===== src/rtl/watch_date_pkg.sv =====
// watch_date_pkg
// Shared definitions for the calendar stage: field widths, the packed
// bin_date layout, month and weekday constants, and a weekday helper.
// No ports (package).
package watch_date_pkg;

  localparam int YEAR_W  = 7;
  localparam int MONTH_W = 4;
  localparam int DAY_W   = 5;
  localparam int WDAY_W  = 3;

  // Bit offsets of each field inside bin_date.
  localparam int DAY_LSB   = 0;
  localparam int MONTH_LSB = 5;
  localparam int YEAR_LSB  = 9;

  localparam logic [MONTH_W-1:0] JAN = 4'd1;
  localparam logic [MONTH_W-1:0] FEB = 4'd2;
  localparam logic [MONTH_W-1:0] MAR = 4'd3;
  localparam logic [MONTH_W-1:0] APR = 4'd4;
  localparam logic [MONTH_W-1:0] MAY = 4'd5;
  localparam logic [MONTH_W-1:0] JUN = 4'd6;
  localparam logic [MONTH_W-1:0] JUL = 4'd7;
  localparam logic [MONTH_W-1:0] AUG = 4'd8;
  localparam logic [MONTH_W-1:0] SEP = 4'd9;
  localparam logic [MONTH_W-1:0] OCT = 4'd10;
  localparam logic [MONTH_W-1:0] NOV = 4'd11;
  localparam logic [MONTH_W-1:0] DEC = 4'd12;

  localparam logic [WDAY_W-1:0] SUN = 3'd0;
  localparam logic [WDAY_W-1:0] MON = 3'd1;
  localparam logic [WDAY_W-1:0] TUE = 3'd2;
  localparam logic [WDAY_W-1:0] WED = 3'd3;
  localparam logic [WDAY_W-1:0] THU = 3'd4;
  localparam logic [WDAY_W-1:0] FRI = 3'd5;
  localparam logic [WDAY_W-1:0] SAT = 3'd6;

  localparam logic [YEAR_W-1:0] YEAR_MAX = 7'd99;

  // Packed view of bin_date; the member order reproduces the bit offsets above.
  typedef struct packed {
    logic [YEAR_W-1:0]  year;
    logic [MONTH_W-1:0] month;
    logic [DAY_W-1:0]   day;
  } date_t;

  // Weekday successor, Saturday wraps to Sunday.
  function automatic logic [WDAY_W-1:0] next_wday(input logic [WDAY_W-1:0] w);
    logic [WDAY_W-1:0] n;
    if (w == SAT) begin
      n = SUN;
    end else begin
      n = w + 3'd1;
    end
    return n;
  endfunction

endpackage


===== src/rtl/watch_date_if.sv =====
// watch_date_if
// Bundles the calendar stage's pulse/load inputs and date outputs.
//   master : setting logic / time counter side (drives en_day, set_date, bin_*)
//   slave  : watch_date itself (drives year, month, day, wday, en_year, set_err)
interface watch_date_if;
  import watch_date_pkg::*;

  logic                  en_day;
  logic                  set_date;
  logic [15:0]           bin_date;
  logic [WDAY_W-1:0]     bin_wday;
  logic [YEAR_W-1:0]     year;
  logic [MONTH_W-1:0]    month;
  logic [DAY_W-1:0]      day;
  logic [WDAY_W-1:0]     wday;
  logic                  en_year;
  logic                  set_err;

  modport master (
    output en_day, set_date, bin_date, bin_wday,
    input  year, month, day, wday, en_year, set_err
  );

  modport slave (
    input  en_day, set_date, bin_date, bin_wday,
    output year, month, day, wday, en_year, set_err
  );

endinterface


===== src/rtl/watch_date_month_len.sv =====
// month_len
// Purely combinational month length lookup.
//   month    in  : month number (1..12 legal)
//   year     in  : two-digit year offset from 2000
//   days     out : days in that month (0 when month is illegal)
//   month_ok out : month lies in 1..12
// Every year divisible by four is leap; in 2000..2099 that includes 2000.
module month_len
  import watch_date_pkg::*;
(
  input  logic [MONTH_W-1:0] month,
  input  logic [YEAR_W-1:0]  year,
  output logic [DAY_W-1:0]   days,
  output logic               month_ok
);

  // Month length table with February leap adjustment.
  always_comb begin
    days     = 5'd0;
    month_ok = 1'b1;
    case (month)
      JAN, MAR, MAY, JUL, AUG, OCT, DEC: days = 5'd31;
      APR, JUN, SEP, NOV:                days = 5'd30;
      FEB: begin
        if (year[1:0] == 2'b00) begin
          days = 5'd29;
        end else begin
          days = 5'd28;
        end
      end
      default: begin
        days     = 5'd0;
        month_ok = 1'b0;
      end
    endcase
  end

endmodule


===== src/rtl/watch_date.sv =====
// watch_date
// Calendar stage behind the time-of-day counter. Advances day/month/year/
// weekday on each en_day pulse and accepts validated date loads.
//   clk  in : system clock
//   rst  in : asynchronous active-low reset
//   bus     : watch_date_if.slave
//             in  en_day, set_date, bin_date {year,month,day}, bin_wday
//             out year, month, day, wday, en_year (Dec 31 -> Jan 1 pulse),
//                 set_err (rejected load pulse)
// Priority: set_date, then en_day, then hold. All outputs are registered.
module watch_date
  import watch_date_pkg::*;
#(
  parameter int RST_YEAR  = 0,
  parameter int RST_MONTH = 1,
  parameter int RST_DAY   = 1,
  parameter int RST_WDAY  = 6
) (
  input  logic         clk,
  input  logic         rst,
  watch_date_if.slave  bus
);

  localparam logic [YEAR_W-1:0]  RST_YEAR_L  = RST_YEAR[YEAR_W-1:0];
  localparam logic [MONTH_W-1:0] RST_MONTH_L = RST_MONTH[MONTH_W-1:0];
  localparam logic [DAY_W-1:0]   RST_DAY_L   = RST_DAY[DAY_W-1:0];
  localparam logic [WDAY_W-1:0]  RST_WDAY_L  = RST_WDAY[WDAY_W-1:0];

  logic [YEAR_W-1:0]  year_q,  year_d;
  logic [MONTH_W-1:0] month_q, month_d;
  logic [DAY_W-1:0]   day_q,   day_d;
  logic [WDAY_W-1:0]  wday_q,  wday_d;
  logic               en_year_q, en_year_d;
  logic               set_err_q, set_err_d;

  date_t              ld_s;
  logic [DAY_W-1:0]   cur_days_s, ld_days_s;
  logic               cur_month_ok_s, ld_month_ok_s;
  logic               ld_ok_s;
  logic               last_day_s;

  assign ld_s = date_t'(bus.bin_date);

  // Length of the month currently held, used by the advance path.
  month_len u_cur_len (
    .month    (month_q),
    .year     (year_q),
    .days     (cur_days_s),
    .month_ok (cur_month_ok_s)
  );

  // Length of the month being loaded; leap check uses the incoming year.
  month_len u_ld_len (
    .month    (ld_s.month),
    .year     (ld_s.year),
    .days     (ld_days_s),
    .month_ok (ld_month_ok_s)
  );

  assign ld_ok_s = (ld_s.year <= YEAR_MAX) && ld_month_ok_s &&
                   (ld_s.day != 5'd0) && (ld_s.day <= ld_days_s) &&
                   (bus.bin_wday <= SAT);

  // An illegal month cannot occur in practice; treating it as month end
  // keeps the advance path well defined anyway.
  assign last_day_s = !cur_month_ok_s || (day_q >= cur_days_s);

  // Next-state: load beats advance beats hold; pulses default low.
  always_comb begin
    year_d    = year_q;
    month_d   = month_q;
    day_d     = day_q;
    wday_d    = wday_q;
    en_year_d = 1'b0;
    set_err_d = 1'b0;
    if (bus.set_date) begin
      if (ld_ok_s) begin
        year_d  = ld_s.year;
        month_d = ld_s.month;
        day_d   = ld_s.day;
        wday_d  = bus.bin_wday;
      end else begin
        set_err_d = 1'b1;
      end
    end else if (bus.en_day) begin
      wday_d = next_wday(wday_q);
      if (!last_day_s) begin
        day_d = day_q + 5'd1;
      end else if (month_q < DEC) begin
        day_d   = 5'd1;
        month_d = month_q + 4'd1;
      end else begin
        day_d     = 5'd1;
        month_d   = JAN;
        en_year_d = 1'b1;
        if (year_q == YEAR_MAX) begin
          year_d = 7'd0;
        end else begin
          year_d = year_q + 7'd1;
        end
      end
    end else begin
      year_d = year_q;
    end
  end

  // State and output registers.
  always_ff @(posedge clk or negedge rst) begin
    if (!rst) begin
      year_q    <= RST_YEAR_L;
      month_q   <= RST_MONTH_L;
      day_q     <= RST_DAY_L;
      wday_q    <= RST_WDAY_L;
      en_year_q <= 1'b0;
      set_err_q <= 1'b0;
    end else begin
      year_q    <= year_d;
      month_q   <= month_d;
      day_q     <= day_d;
      wday_q    <= wday_d;
      en_year_q <= en_year_d;
      set_err_q <= set_err_d;
    end
  end

  assign bus.year    = year_q;
  assign bus.month   = month_q;
  assign bus.day     = day_q;
  assign bus.wday    = wday_q;
  assign bus.en_year = en_year_q;
  assign bus.set_err = set_err_q;

endmodule


===== src/flat_wrapper.sv =====
// flat-port wrapper written by rule: the top's interface ports become plain ports
module watch_date_flat import watch_date_pkg::*;
#(
  parameter int RST_YEAR  = 0,
  parameter int RST_MONTH = 1,
  parameter int RST_DAY   = 1,
  parameter int RST_WDAY  = 6
)
  (clk, rst, bus_en_day, bus_set_date, bus_bin_date, bus_bin_wday, bus_year, bus_month, bus_day, bus_wday, bus_en_year, bus_set_err);
  watch_date_if bus_i ();
  input  logic clk;
  input  logic rst;
  input wire logic [$bits(bus_i.en_day)-1:0] bus_en_day;
  input wire logic [$bits(bus_i.set_date)-1:0] bus_set_date;
  input wire logic [$bits(bus_i.bin_date)-1:0] bus_bin_date;
  input wire logic [$bits(bus_i.bin_wday)-1:0] bus_bin_wday;
  output wire logic [$bits(bus_i.year)-1:0] bus_year;
  output wire logic [$bits(bus_i.month)-1:0] bus_month;
  output wire logic [$bits(bus_i.day)-1:0] bus_day;
  output wire logic [$bits(bus_i.wday)-1:0] bus_wday;
  output wire logic [$bits(bus_i.en_year)-1:0] bus_en_year;
  output wire logic [$bits(bus_i.set_err)-1:0] bus_set_err;
  assign bus_i.en_day = bus_en_day;
  assign bus_i.set_date = bus_set_date;
  assign bus_i.bin_date = bus_bin_date;
  assign bus_i.bin_wday = bus_bin_wday;
  assign bus_year = bus_i.year;
  assign bus_month = bus_i.month;
  assign bus_day = bus_i.day;
  assign bus_wday = bus_i.wday;
  assign bus_en_year = bus_i.en_year;
  assign bus_set_err = bus_i.set_err;
  watch_date #(.RST_YEAR(RST_YEAR), .RST_MONTH(RST_MONTH), .RST_DAY(RST_DAY), .RST_WDAY(RST_WDAY)) u_core (.clk(clk), .rst(rst), .bus(bus_i));
endmodule

===== config.mk =====
export PLATFORM = sky130hd
export DESIGN_NAME = watch_date_flat
export DESIGN_NICKNAME = d
export VERILOG_FILES = /design/src/rtl/watch_date_pkg.sv /design/src/rtl/watch_date_if.sv /design/src/rtl/watch_date_month_len.sv /design/src/rtl/watch_date.sv /design/src/flat_wrapper.sv
export SDC_FILE = /design/constraint.sdc
export NUM_CORES = 1
export LEC_CHECK = 0
export CAP_MARGIN = 25
export CORE_ASPECT_RATIO = 1.25
export CORE_MARGIN = 2
export CORE_UTILIZATION = 37
export DETAILED_ROUTE_END_ITERATION = 8
export DONT_BUFFER_PORTS = 1
export GPL_TIMING_DRIVEN = 0
export SETUP_SLACK_MARGIN = 0.5
export SLEW_MARGIN = 20
export SYNTH_ARGS = -nofsm -noshare
export SYNTH_HDL_FRONTEND = slang
export SYNTH_HIERARCHICAL = 1
export SYNTH_SLANG_ARGS = --single-unit

===== constraint.sdc =====
create_clock -name clk -period 3.1 [get_ports clk]
set_clock_uncertainty 0.15 [all_clocks]
set_input_delay 0.62 -clock clk [delete_from_list [all_inputs] [get_ports clk]]
set_output_delay 0.62 -clock clk [all_outputs]
set_load 0.005 [all_outputs]

==> results_dict.tcl, run 1 <==
set metrics [dict create \
    synth_edf_count 0 \
    dieArea_um2 5590 \
    ant_nets 0 \
    regToRegSetupSlack_ps 200 \
    tightest_slew_ps 890 \
    outcome "complete, no violations" \
    setup_violations 0 \
    synth.area.top_cells "dfrtp_1 (23%), ha_1 (8.8%), dfstp_2 (5.7%)" \
    synth_cell_types 57 \
    drt_iter0_drc 130 \
    critPathLaunchType "input pin" \
    synth_mux_area_share_pct 3.38 \
    worstPathCellList "or4_4 -> and2_4 -> buf_6 -> inv_4 -> ha_4 -> a21oi_2 -> a21boi_2 -> o32ai_4 -> nand2_4 -> mux2_4 -> a221o_1" \
    synth_xor_area_share_pct 0 \
    io_pins 44 \
    io_buffers 0 \
    synth.top_cell.area_share_pct 23.0 \
    path_buf_inv 2 \
    p_leak_nw 0.996 \
    fill_cells 466 \
    syn-cell-area_um2 1850 \
    drive_above_1_share_pct 38.6 \
    ys_warn_count 6 \
    whs_ps 36.5 \
    cp_slowest_cell "or4_4" \
    drcViolationCount 0 \
    critical_path_arrival_ps 2910 \
    synth_top_family_by_area "simple AND/OR/NAND/NOR gates" \
    nets 278 \
    antenna_cells 0 \
    synth_seq_cells 21 \
    async_flop_share_pct 100 \
    clock_sinks 21 \
    grt_pass1_wl_um 9060 \
    grt_max_degree 18 \
    slew_headroom_pct 40.4 \
    period_share_pct 93.9 \
    wire_per_inst_um 18.6 \
    hold_viol 0 \
    cts_root_buf "clkbuf_8" \
    synthSimpleGateAreaFrac_pct 28.0 \
    clk_latency_ps 260 \
    pwr_density_cell_nw_per_um2 851 \
    cap_violations 0 \
    dieWidth_um 67.3 \
    h-tree-depth 1 \
    vdd_drop_max_v 0.000372 \
    grt_pass1_vias 1773 \
    synth_compound_area_share_pct 25.1 \
    synth_area_per_cell_um2 8.58 \
    cts_max_path_buffers 2 \
    vias_per_cell 5.98 \
    crit_required_ps 3100 \
    gp_congestion 0.756 \
    antenna_found_initial 0 \
    rsz0062_at_grt "yes" \
    core-area_um2 4760 \
    firstDrtPassIters 4 \
    synth_adder_area_share_pct 8.78 \
    post-route-util_pct 50.6 \
    fmax_mhz 344 \
    min_path_type "in2async" \
    clkTransAtPathRegs_ps 90 \
    track_usage_pct 20.6 \
    tns_ps 0 \
    die_y_um 83.1 \
    netlist.top_cell.by_area "dfrtp_1" \
    tritoncts "built" \
    criticalPathCategory "in2reg" \
    critPathTopFamily "compound AO/OA/AOI/OAI gates" \
    min_period_ps 2910 \
    rows 28 \
    critPathMaxStageDelay_ps 510 \
    grt_overflow 0 \
    syn_nets 252 \
    dp_hpwl_um 3780 \
    crit_fanout 6 \
    drv_slew 0 \
    synthFlopType "dfrtp_1" \
    dr_total_vias 1800 \
    cts_buffers 3 \
    totalWireLength_um 5610 \
    area_growth_pct 30.2 \
    crit_path_end_kind "flop" \
    synth.yosys.seq_area_share_pct 28.6 \
    start_util_pct 38.9 \
    netlist_instances 216 \
]
[final timing paths]
path,startpoint,endpoint,depth (start not counted)
max in group asynchronous,rst,u_core/bus.month[1],1
worst max register to register,u_core/bus.month[2],u_core/bus.year[3],12
worst min-delay path,rst,u_core/bus.wday[1],0
worst max-delay path,bus_bin_date[8],u_core/bus.day[4],11
min in group clk,bus_bin_wday[2],u_core/bus.wday[2],2
worst min register to register,u_core/bus.wday[2],u_core/bus.wday[2],2
[per-stage QoR]
| stage | power, mW | cells | cell area [um^2] | setup WS [ps] |
|---|---|---|---|---|
| after floorplan | 1.20 | 216 | 1900 | -154 |
| after global placement | 1.38 | 276 | 1980 | -337 |
| after global routing | 2.22 | 301 | 2410 | 88.7 |
| final | 2.05 | 301 | 2410 | 190 |
| after detailed placement | 1.39 | 276 | 1980 | -349 |
| after CTS | 1.93 | 296 | 2290 | 138 |
[cell usage in the layout (no fill, tap or decap), types with 4 or more instances in the layout]
cell type | synthesis | final
a21oi_1 | 16 | 10
a21oi_2 | 1 | 4
a31oi_1 | 9 | 8
and3_1 | 4 | 4
buf_4 | 4 | 10
buf_6 | 1 | 12
clkbuf_1 | 4 | 4
dfrtp_1 | 17 | 14
dfstp_2 | 4 | 4
ha_1 | 13 | 8
ha_4 | 0 | 5
inv_1 | 12 | 7
inv_2 | 3 | 4
inv_4 | 0 | 4
mux2i_1 | 4 | 4
nand2_1 | 16 | 12
nand2_2 | 2 | 5
nand3_1 | 10 | 10
nor2_1 | 19 | 14
nor3_1 | 5 | 5
o21ai_1 | 8 | 7
[layout make-up]
class                           instances  area [um^2]  share of cell area [%]
Multi-Input combinational cell        171         1430                    59.3
Sequential cell                        21          534                    22.1
Timing Repair Buffer                   21          184                    7.62
Buffer                                  9         75.1                    3.11
Tap cell                               60         75.1                    3.11
Inverter                               15         66.3                    2.75
Clock buffer                            3         41.3                    1.71
Clock inverter                          1         5.00                   0.207
[cell usage after synthesis (5+ instances only)]
| library cell | number |
|---|---|
| a31oi_1 | 9 |
| ha_1 | 13 |
| nor2_1 | 19 |
| inv_1 | 12 |
| nand3_1 | 10 |
| a21oi_1 | 16 |
| nor3_1 | 5 |
| nand2_1 | 16 |
| o21ai_1 | 8 |
| dfrtp_1 | 17 |
[kinds of logic (layout without fill, tap and decap cells)]
group	count (synthesis)	count (layout)
AOI/OAI and AO/OA	64	64
adders and majority gates	13	13
buffers and inverters	24	49
DFF	21	21
muxes	6	6
and+or+nand+nor	88	88
[registers in the layout, summed over array words and instances, names as in the netlist]
register            count
u_core/bus.year         7
u_core/bus.en_year      1
u_core/bus.day          5
u_core/bus.wday         3
u_core/bus.set_err      1
u_core/bus.month        4
[metal layers]
layer	global-route usage (%)	wire length [um]
met1	26.4	2220
met2	34.8	2910
met3	6.10	464
met4	1.86	20
met5	0	0
[power breakdown]
part,internal [mW],switching [mW]
clock network,0.0896,0.0957
logic,0.653,0.566
registers,0.401,0.247
[what timing repair did]
action                     CTS  global route
hold endpoints to repair    17             0
gates resized for setup     36            20
setup endpoints to repair   21            21
hold buffers                 1             0
setup buffers               15             5
pin swaps                   17            20
Note: power is estimated with default switching activity, not from simulation.
==> run 2, diff against run 1 <==
Settings changed: SKIP_CTS_REPAIR_TIMING from default to 1, SYNTH_HIERARCHICAL 1 to default.
==> results_dict.tcl, run 2 <==
set metrics [dict create \
    outcome "complete, no violations" \
    min_period_ps 2840 \
    period_share_pct 91.7 \
    h-tree-depth 1 \
    dr_total_vias 1645 \
    grt_overflow 0 \
    ys_top_cells_by_count "a21oi_1 (20), dfrtp_1 (17), nand3_1 (16), nand2_1 (15)" \
    p_sw_mw 0.954 \
    setup_violations 0 \
    layout_setup_ws_ps 258 \
    totalWireLength_um 5130 \
    cap_violations 0 \
    drt_iter0_drc 153 \
    p_sw_share_pct 45.5 \
    antenna_cells 0 \
    stdcell_count 277 \
    synth_area_per_cell_um2 8.65 \
    tightest_slew_ps 879 \
    async_flop_share_pct 100 \
    io_pins 44 \
    antenna_found_initial 0 \
    track_usage_pct 18.7 \
    layout_commonest_cell "a21oi_1" \
    tns_ps 0 \
    path_buf_inv 2 \
    cell_internal_pwr_mw 1.14 \
    cpMostUsedCell "buf_8" \
    place_inst 259 \
    synth.yosys.seq_area_share_pct 30.5 \
    combinationalPowerShare_pct 60.4 \
    vias_per_cell 5.94 \
    yosysMostFrequentCell "a21oi_1" \
    nets 257 \
    ys_warn_count 0 \
    final_cell_mix "a21oi_1 (18), dfrtp_1 (16), nor2_1 (13), nand3_1 (13), nand2_1 (12)" \
    netlist_instances 201 \
    cp_slowest_cell "or4_4" \
    worstPathCellList "or4_4 -> nand2_4 -> ha_4 -> and3_4 -> a211oi_2 -> a32o_2 -> buf_8 -> nand2_8 -> buf_8 -> a21oi_4 -> mux2_4" \
    crit_fanout 7 \
    drv_slew 0 \
    grt_pass1_wl_um 7700 \
    clock_sinks 21 \
    drive_above_1_share_pct 32.4 \
    slew_headroom_pct 41.2 \
    synth_edf_count 0 \
    synth_seq_cells 21 \
    synth.top_cell.area_share_pct 24.5 \
    critPathLaunchType "input pin" \
    p_leak_nw 0.938 \
    vdd_drop_max_v 0.000519 \
    whs_ps 36.3 \
    critPathTopFamily "simple AND/OR/NAND/NOR gates" \
    firstDrtPassIters 4 \
    wire_per_inst_um 18.5 \
    clkTransAtPathRegs_ps 80 \
    cts_max_path_buffers 2 \
    die_y_um 80.6 \
    place_area_um2 1890 \
    dp_hpwl_um 3430 \
    core-area_um2 4460 \
    min_path_type "in2async" \
    cts_root_buf "clkbuf_8" \
    fmax_mhz 352 \
    grt_pass1_vias 1531 \
    pwr_density_cell_nw_per_um2 922 \
    dp_slack_ps -98.0 \
    tritoncts "built" \
    io_buffers 0 \
    grt_max_degree 22 \
    drcViolationCount 0 \
    largest-register "u_core.bus.year" \
    crit_required_ps 3110 \
    area_growth_pct 31.0 \
    largest_reg_flops 7 \
    cts_buffers 3 \
    finalPower_mw 2.10 \
    ant_nets 0 \
    criticalPathCategory "in2reg" \
    netlist.top_cell.by_area "dfrtp_1" \
    crit_path_end_kind "flop" \
    rsz0062_at_grt "yes" \
    stdcell_area_um2 2280 \
    post-route-util_pct 51.0 \
    gp_congestion 0.828 \
    fill_cells 425 \
    synth_cell_types 47 \
    syn-cell-area_um2 1740 \
    hold_viol 0 \
    start_util_pct 39.0 \
    dieArea_um2 5260 \
    power_frac_seq_pct 30.5 \
    p_clk_share_pct 9.1 \
    critical_path_arrival_ps 2850 \
    rows 27 \
    critPathMaxStageDelay_ps 540 \
    synthFlopType "dfrtp_1" \
    syn_nets 238 \
    clk_latency_ps 260 \
    synth.area.top_cells "dfrtp_1 (24%), ha_1 (10%), dfstp_2 (6.0%)" \
    dieWidth_um 65.3 \
]
## run 2: changes by cell type after synthesis, moves of 3 or more
cell,delta
inv_2,-3
a21oi_1,+4
and2_1,-3
mux2i_1,+5
buf_4,-3
o21a_1,-3
nor2b_1,+4
nor2_1,-5
o21ai_1,-8
mux2_2,+5
a31oi_1,-5
nand3_1,+6
a221o_1,+3
## run 2: cell type report
| class | instances | area, um^2 | area share, % |
|---|---|---|---|
| Inverter | 13 | 53.8 | 2.36 |
| Clock buffer | 4 | 45.0 | 1.98 |
| Timing Repair Buffer | 14 | 133 | 5.83 |
| Sequential cell | 21 | 532 | 23.4 |
| Buffer | 7 | 56.3 | 2.47 |
| Tap cell | 58 | 72.6 | 3.19 |
| Multi-Input combinational cell | 160 | 1380 | 60.8 |
## run 2: cell families (layout without fill, tap and decap cells)
family	after synthesis	count (layout)	share of synthesized area, %
AOI/OAI and AO/OA	55	55	22.1
adders and majority gates	14	14	10.1
buffers and inverters	20	38	4.97
DFF	21	21	30.5
muxes	15	15	9.07
and+or+nand+nor	76	76	23.3
## run 2: power by group through the flow
stage	clock, mW	combinational, mW	sequential [mW]
2_1_floorplan	0	0.687	0.565
3_3_place_gp	0	0.810	0.620
3_5_place_dp	0	0.823	0.622
4_1_cts	0.194	0.830	0.617
5_1_grt	0.201	1.37	0.672
6_report	0.190	1.27	0.641
## run 2: path summary, 6_finish.rpt
check	slack, ps	cells past startpoint	to	startpoint
setup / recovery	260	11	u_core.bus.month[3]	bus_bin_date[7]
hold / removal	40	0	u_core.bus.month[0]	rst
setup reg to reg	270	11	u_core.bus.month[3]	u_core.bus.month[0]
hold reg to reg	470	2	u_core.bus.wday[2]	u_core.bus.wday[2]
max in group asynchronous	1440	1	u_core.bus.month[1]	rst
min in group clk	350	2	u_core.bus.year[3]	bus_bin_date[12]
## run 2: metal layers
layer	track usage, %	vias up	wire [um]
met4	4.17	0	70
met1	24.7	790	2120
li1	-	794	-
met5	0	-	0
met2	30.5	52	2610
met3	4.62	9	327
## run 2: worst register-to-register path: cells and delay by family (launching register included)
kind / cells / cell delay [ps]
compound gates: 4 / 660
simple gates: 3 / 530
flops: 1 / 660
fa+ha+maj: 2 / 340
mux: 1 / 310
buf+inv: 1 / 80
